**src/rtl/alu_pkg.sv**
```systemverilog
// Shared widths, ALU control encodings and the issue-register payload for alu_issue_stage.
package alu_pkg;

    localparam int unsigned DATA_W   = 32;
    localparam int unsigned REG_AW   = 5;
    localparam int unsigned RET_W    = 16;
    localparam int unsigned CTRL_W   = 3;
    localparam int unsigned FLAG_W   = 3;
    localparam int unsigned NUM_REGS = 32;

    // ALU control codes; values outside this set are passed through unchecked.
    typedef enum logic [CTRL_W-1:0] {
        ALU_ADD = 3'h2,
        ALU_SUB = 3'h3,
        ALU_AND = 3'h4,
        ALU_OR  = 3'h5,
        ALU_NOR = 3'h6,
        ALU_XOR = 3'h7
    } alu_ctrl_e;

    // Contents of the issue register driven toward the ALU.
    typedef struct packed {
        logic [CTRL_W-1:0] ctrl;
        logic [REG_AW-1:0] rd;
        logic [DATA_W-1:0] a;
        logic [DATA_W-1:0] b;
    } issue_t;

endpackage

```
**src/rtl/regfile32.sv**
```systemverilog
// 32x32 register file: two operand read ports, a debug read port, and a write
// path where the ALU writeback has priority over the load port. r0 reads as zero.
module regfile32
    import alu_pkg::*;
(
    input  logic              clock,
    input  logic              reset_n,
    input  logic              alu_we,
    input  logic [REG_AW-1:0] alu_waddr,
    input  logic [DATA_W-1:0] alu_wdata,
    input  logic              ld_we,
    input  logic [REG_AW-1:0] ld_addr,
    input  logic [DATA_W-1:0] ld_data,
    input  logic [REG_AW-1:0] ra_addr,
    output logic [DATA_W-1:0] ra_data,
    input  logic [REG_AW-1:0] rb_addr,
    output logic [DATA_W-1:0] rb_data,
    input  logic [REG_AW-1:0] dbg_addr,
    output logic [DATA_W-1:0] dbg_data
);

    logic [DATA_W-1:0] mem [NUM_REGS];

    // Storage update; entry 0 is never written so it stays at its reset value of zero.
    always_ff @(posedge clock or negedge reset_n) begin
        if (!reset_n) begin
            for (int unsigned i = 0; i < NUM_REGS; i++) begin
                mem[i] <= '0;
            end
        end else begin
            for (int unsigned i = 1; i < NUM_REGS; i++) begin
                if (alu_we && (alu_waddr == REG_AW'(i))) begin
                    mem[i] <= alu_wdata;
                end else if (ld_we && (ld_addr == REG_AW'(i))) begin
                    mem[i] <= ld_data;
                end
            end
        end
    end

    // Combinational reads with r0 hardwired to zero.
    always_comb begin
        ra_data  = (ra_addr  == '0) ? '0 : mem[ra_addr];
        rb_data  = (rb_addr  == '0) ? '0 : mem[rb_addr];
        dbg_data = (dbg_addr == '0) ? '0 : mem[dbg_addr];
    end

endmodule

```
**src/rtl/alu_issue_stage.sv**
```systemverilog
// Operand fetch / issue / writeback stage around a combinational 32-bit ALU.
// Optional feature macro: ALU_ISSUE_BYPASS_EN forwards alu_out to a hazarding
// operand instead of stalling the request for one cycle.
module alu_issue_stage
    import alu_pkg::*;
(
    input  logic        clock,
    input  logic        reset_n,
    input  logic        req_valid,
    output logic        req_ready,
    input  logic [4:0]  req_rs,
    input  logic [4:0]  req_rt,
    input  logic [4:0]  req_rd,
    input  logic [2:0]  req_ctrl,
    output logic [31:0] alu_A,
    output logic [31:0] alu_B,
    output logic [2:0]  alu_control,
    output logic        alu_valid,
    input  logic [31:0] alu_out,
    input  logic        alu_overflow,
    input  logic        alu_zero,
    input  logic        alu_negative,
    output logic [2:0]  flags,
    output logic [15:0] retired,
    input  logic        ld_we,
    input  logic [4:0]  ld_addr,
    input  logic [31:0] ld_data,
    input  logic [4:0]  rd_addr,
    output logic [31:0] rd_data
);

    issue_t            issue_q;
    logic              valid_q;
    logic [FLAG_W-1:0] flags_q;
    logic [RET_W-1:0]  retired_q;

    logic [DATA_W-1:0] rf_a;
    logic [DATA_W-1:0] rf_b;
    logic [DATA_W-1:0] op_a;
    logic [DATA_W-1:0] op_b;
    logic              hz_a;
    logic              hz_b;
    logic              accept;

    regfile32 u_rf (
        .clock     (clock),
        .reset_n   (reset_n),
        .alu_we    (valid_q),
        .alu_waddr (issue_q.rd),
        .alu_wdata (alu_out),
        .ld_we     (ld_we),
        .ld_addr   (ld_addr),
        .ld_data   (ld_data),
        .ra_addr   (req_rs),
        .ra_data   (rf_a),
        .rb_addr   (req_rt),
        .rb_data   (rf_b),
        .dbg_addr  (rd_addr),
        .dbg_data  (rd_data)
    );

    // RAW hazard against the in-flight op, then either forward or stall.
    always_comb begin
        hz_a = req_valid && valid_q && (issue_q.rd != '0) && (issue_q.rd == req_rs);
        hz_b = req_valid && valid_q && (issue_q.rd != '0) && (issue_q.rd == req_rt);
`ifdef ALU_ISSUE_BYPASS_EN
        op_a      = hz_a ? alu_out : rf_a;
        op_b      = hz_b ? alu_out : rf_b;
        req_ready = reset_n;
`else
        op_a      = rf_a;
        op_b      = rf_b;
        req_ready = reset_n && !(hz_a || hz_b);
`endif
        accept = req_valid && req_ready;
    end

    // Issue register; operands and control hold when nothing is accepted.
    always_ff @(posedge clock or negedge reset_n) begin
        if (!reset_n) begin
            issue_q <= '0;
            valid_q <= 1'b0;
        end else begin
            valid_q <= accept;
            if (accept) begin
                issue_q.a    <= op_a;
                issue_q.b    <= op_b;
                issue_q.ctrl <= req_ctrl;
                issue_q.rd   <= req_rd;
            end
        end
    end

    // Retire bookkeeping: flags capture and wrapping retire counter.
    always_ff @(posedge clock or negedge reset_n) begin
        if (!reset_n) begin
            flags_q   <= '0;
            retired_q <= '0;
        end else if (valid_q) begin
            flags_q   <= {alu_overflow, alu_zero, alu_negative};
            retired_q <= retired_q + RET_W'(1);
        end
    end

    assign alu_A       = issue_q.a;
    assign alu_B       = issue_q.b;
    assign alu_control = issue_q.ctrl;
    assign alu_valid   = valid_q;
    assign flags       = flags_q;
    assign retired     = retired_q;

endmodule

```
**config.mk**
```make
export PLATFORM = sky130hd
export DESIGN_NAME = alu_issue_stage
export DESIGN_NICKNAME = d
export VERILOG_FILES = /design/src/rtl/alu_pkg.sv /design/src/rtl/regfile32.sv /design/src/rtl/alu_issue_stage.sv
export SDC_FILE = /design/constraint.sdc
export NUM_CORES = 2
export LEC_CHECK = 0
export CAP_MARGIN = 10
export CORE_ASPECT_RATIO = 1.1
export CORE_MARGIN = 2
export CORE_UTILIZATION = 52
export DETAILED_ROUTE_END_ITERATION = 8
export GPL_TIMING_DRIVEN = 0
export PLACE_DENSITY = 0.71
export SLEW_MARGIN = 20
export SYNTH_ARGS = -nofsm -noshare
export SYNTH_HDL_FRONTEND = slang
export SYNTH_SLANG_ARGS = --single-unit
```
**constraint.sdc**
```tcl
create_clock -name clock -period 3 [get_ports clock]
set_input_delay 0.45 -clock clock [delete_from_list [all_inputs] [get_ports clock]]
set_output_delay 0.45 -clock clock [all_outputs]
set_load 0.03 [all_outputs]
```
# Word-level counts from Yosys, hierarchy flattened
# Cells that the tools add are included.
# classes
n_addsub,1
n_lt_le_gt_ge,3
n_eq_ne,64
mux,74
bitwise,3
n_reduce_logical,105
# ops
op,count
32-bit two-way mux,71
32-bit binary-select mux with 5-bit select,3
"5-bit equality test, second input constant",32
"5-bit by 4-bit equality test with 1-bit output, second input constant",16
1-bit logical AND,68
2-bit nonzero test,31
"5-bit by 3-bit equality test with 1-bit output, second input constant",8
"5-bit by 2-bit equality test with 1-bit output, second input constant",4
"6-bit greater-or-equal comparator, second input constant",3
5-bit NOT with 6-bit output,3
"16-bit by 1-bit adder with 16-bit output, second input constant",1
5-bit zero test,3
"5-bit by 1-bit equality test with 1-bit output, second input constant",2
5-bit equality test,2
5-bit nonzero test,1
1-bit zero test,1
1-bit logical OR,1
# word_totals
reg_bits,1084
out_inout_bits,120

# Longest topological paths before layout
# depth
word_depth,7
depth_mapped,10
mapped_depth_nobuf,5

# Cells and area by module
# A second synthesis with hierarchy kept.
# hier_totals
cells_unflattened,7597
hier_area_um2,74744.2
# by_module_without_submodules
mod,n_inst,cells_per_inst,area_each_um2
regfile32,1,7293,70299.9
alu_issue_stage,1,304,4444.3

# Least setup slack after synthesis
# OpenSTA, ideal clock, no wires.
# synth_path
path_type,input port to output port
startpoint,input port rd_addr[1]
endpoint,output port rd_data[0]
t_arrival_ns,2.379
required_time_ns,2.550
path_slack_ns,0.171
stages,7
n_path_buf,4
path_cell_list,clkbuf_1 -> buf_2 -> clkbuf_1 -> buf_2 -> mux4_2 -> mux4_2 -> mux2_2
# synth_via
elab_chain_len,5
elab_cells_between_ends,6
classes_between,mux (4); bitwise (1); reduce/logical (1)
# synth_rtl
item,line_no,text
start: declaration,alu_issue_stage.sv:28,"input logic [4:0] rd_addr,"
5-bit NOT with 6-bit output (implied by the code),regfile32.sv:45,dbg_data = (dbg_addr == '0) ? '0 : mem[dbg_addr];
32-bit binary-select mux with 5-bit select,regfile32.sv:45,
32-bit two-way mux (implied by the code) (2 in a row),regfile32.sv:45,
32-bit two-way mux *,regfile32.sv:45,
end: declaration,alu_issue_stage.sv:29,output logic [31:0] rd_data
# Mark *: on every way between the ends. The rest lies on a longest branch, timed or not. The select of a mux whose other input is x is not followed.

# Final worst setup path
# layout_path
startpoint,input port rd_addr[1]
endpoint,output port rd_data[30]
# Same word-level chain as after synthesis.

==> metrics <==
WP data required around 2600 ps; total number of vias slightly below 70,000; Final Skew between 20 and 30 ps; most common cell after layout, fill and taps aside mux2i_1; nets ~7,300; grt ovf 0; met1 GRT Util 0.5753; sequential share of the synthesized area 0.3676; TritonCTS Sinks roughly 1,100; Critical Path, Cell by Cell clkbuf_4 -> buf_12 -> buf_16 -> buf_8 -> mux4_2 -> mux4_2 -> mux2_4 -> buf_6; critical path arrival between 2000 and 3000 ps; Max Fclk 300.2 MHz; largest net degree at the start of global routing 140; RSZ-0062 raised after global routing true; Synth Instances roughly 6,700; GRT met2 Usage 0.7159; CTS tree yes; Slew headroom 0.09679; Post-synth EDFFs 0; Warnings, synthesis 32; Clock Tree Buf Depth 3; final wirelength between 300,000 and 400,000 um; final setup fails between 100 and 150; TNS Setup -11,460 ps; Hold Violations, Final 128; height of the die around 400 um; failing checks design-rule violations, negative hold slack, negative setup slack; Buf+Inv Stages, Crit Path 5; leakage power approximately 0.037 uW; max incr delay on CP a little over 600 ps; Worst path slowest cell mux4_2; GR peak layer met2; fin. max-slew vios 0; Core ar. 0.1405 mm^2; worst vdd ir between 600 and 700 uV; clock latency on the worst-skew pair 800 ps; Fillers about 12,000; Cells after DPL ~8,700; gp weighted congestion 1.107; Clock Tree Root clkbuf_16; H-Tree Depth 3; IO Port Bufs about 210; status complete, but fails checks; Hold WC Path Type in -> async; syn_area_per_cell ~11 um^2; Antenna Nets Post-Route 0; CP Max Fanout 11; Final Power ~70,000 uW; Avg WL per Cell approximately 40 um; drt first pass iters 9; Tmin final 3331 ps; synthesized cell area approximately 0.074 mm^2; die area 0.1449 mm^2; post-route core utilization 0.6089; CP Launch Type input pin; fin crit share 1.110; most frequent cells in the layout mux2i_1 (1,122), dfrtp_1 (1,077), mux4_2 (733); count of cell types in the netlist 47; CTS Buf Count about 120; #FFs+latches synth 1,084; HPWL Detailed 273,200 um; area delta synth->final 15.97%; num rows about 140; GRT Util Overall 0.5003; CP endpoint kind output port; Fin Hold WS -297.0 ps; most used cell, CP mux4_2; power per cell area roughly 820 mW/mm^2; die width around 360 um; clk slew on worst S/H paths roughly 60 ps; first-pass GRT wire length approximately 500,000 um; DRC viols 8; number of DRC markers in iteration 0 12,040; antenna violations before repair 44; Slew @ Worst Pin about 1400 ps; vias in the first global route ~65,000; Finished Layout Cells 9,160; share of layout cells above drive strength 1 0.2464; Setup WS pre-CTS -2019 ps; grt met3 use 0.2451; ys async rst share 1.000; CP Class in -> out; Setup WS post-layout -331.4 ps; Crit path max-delay family multiplexers; IO Pins 219; maxcap violations 0; Reg area approximately 0.027 mm^2; initial core utilization 0.5251; vias per cell 7.402; Mapped Nets 6,773; footprint of the multi-input gates approximately 0.043 mm^2; Synth Flop Type dfrtp_1
-- worst reg2reg max path, cell delays in order (launching register included) --
cell and delay (ps):
dfrtp_1 490, nor2b_1 180, clkbuf_1 170, and2_1 210, nand2_1 670, clkbuf_1 1070
nor2_1 90, a21oi_1 180
-- sequential cells by signal, summed over array words and instances (netlist names) --
name,count
flags,3
alu_valid,1
retired,16
issue_q,5
u_rf.mem,992
alu_control,3
alu_B,32
alu_A,32
-- cell usage after synthesis (all sizes together) (2+ instances only) --
master / number / share of area
xor2: 15 / 0.0018
a221o: 2 / 0.00027
a22oi: 96 / 0.0098
o32ai: 33 / 0.0039
nand3: 16 / 0.0011
clkbuf: 522 / 0.027
xnor2: 10 / 0.0012
nor3: 12 / 0.0010
or3: 3 / 0.00025
a21oi: 704 / 0.048
a31oi: 31 / 0.0026
dfrtp: 1084 / 0.37
and3: 5 / 0.00042
mux2i: 1123 / 0.15
buf: 328 / 0.025
nand2b: 6 / 0.00051
nand2: 484 / 0.025
inv: 69 / 0.0035
and2: 6 / 0.00051
a32oi: 31 / 0.0037
mux4: 733 / 0.22
o21ai: 385 / 0.026
a22o: 63 / 0.0075
nor2: 664 / 0.034
or2: 2 / 0.00017
o221ai: 32 / 0.0038
nand4: 5 / 0.00042
nand4b: 3 / 0.00036
nor3b: 3 / 0.00031
nor2b: 21 / 0.0018
mux2: 173 / 0.026
-- cell families (layout without fill, tap and decap cells) --
family,Yosys count,in the layout,share of synthesized area
AO/OA/AOI/OAI,1384,1384,0.1063
flip-flops,1084,1084,0.3676
buffers and inverters,919,1543,0.05512
other,0,38,0
XOR/XNOR,25,25,0.002967
multiplexers,2029,2029,0.4024
AND/OR/NAND/NOR,1231,1231,0.06540
adder cells (fa/ha/maj),1,1,0.0001695
-- where the power goes --
group          leakage (uW)  switching, uW  internal (uW)
Sequential           0.0128           6130          20400
Combinational        0.0218          12700          14800
Clock               0.00206           6960           9130
-- what timing repair did --
| item | in CTS | in global routing |
|---|---|---|
| resized for setup | 512 | 150 |
| pin swaps | 4 | 6 |
| cloned | 0 | 2 |
| endpoints found under the setup margin | 343 | 262 |
| hold endpoints to repair | 128 | 128 |
| buffers inserted | 125 | 56 |
-- final cells by class --
type | instances | area share
Antenna cell | 38 | 0.001111
Buffer | 841 | 0.05341
Clock buffer | 171 | 0.04133
Clock inverter | 54 | 0.007237
Inverter | 69 | 0.003070
Multi-Input combinational cell | 4670 | 0.5039
Sequential cell | 1084 | 0.3171
Tap cell | 1825 | 0.02668
Timing Repair Buffer | 408 | 0.04614
-- final timing paths --
| check | start | endpoint | slack (ps) | depth (start not counted) |
|---|---|---|---|---|
| min in group clock | alu_overflow | flags[2] | 290 | 2 |
| worst max-delay path | rd_addr[1] | rd_data[30] | -330 | 8 |
| worst max register to register | alu_valid | u_rf.mem[682] | -140 | 7 |
| worst min register to register | retired[15] | retired[15] | 480 | 1 |
| max in group asynchronous | reset_n | u_rf.mem[239] | 1000 | 5 |
| worst min-delay path | reset_n | retired[13] | -300 | 2 |
-- per-layer routing --
metal	up-vias	part of all wire
li1	25870	-
met1	33670	0.33
met2	6237	0.42
met3	1983	0.16
met4	38	0.092
met5	-	0.0020
-- stage by stage --
stage / hold WS, ps / instance area, um^2
CTS: -243.8 / 84610
global placement: 464.2 / 78150
floorplan: 154.4 / 73790
detailed placement: 462.1 / 78620
finish: -297.0 / 85580
global route: -213.8 / 85500
No activity file was read; power rests on OpenSTA's default activity.
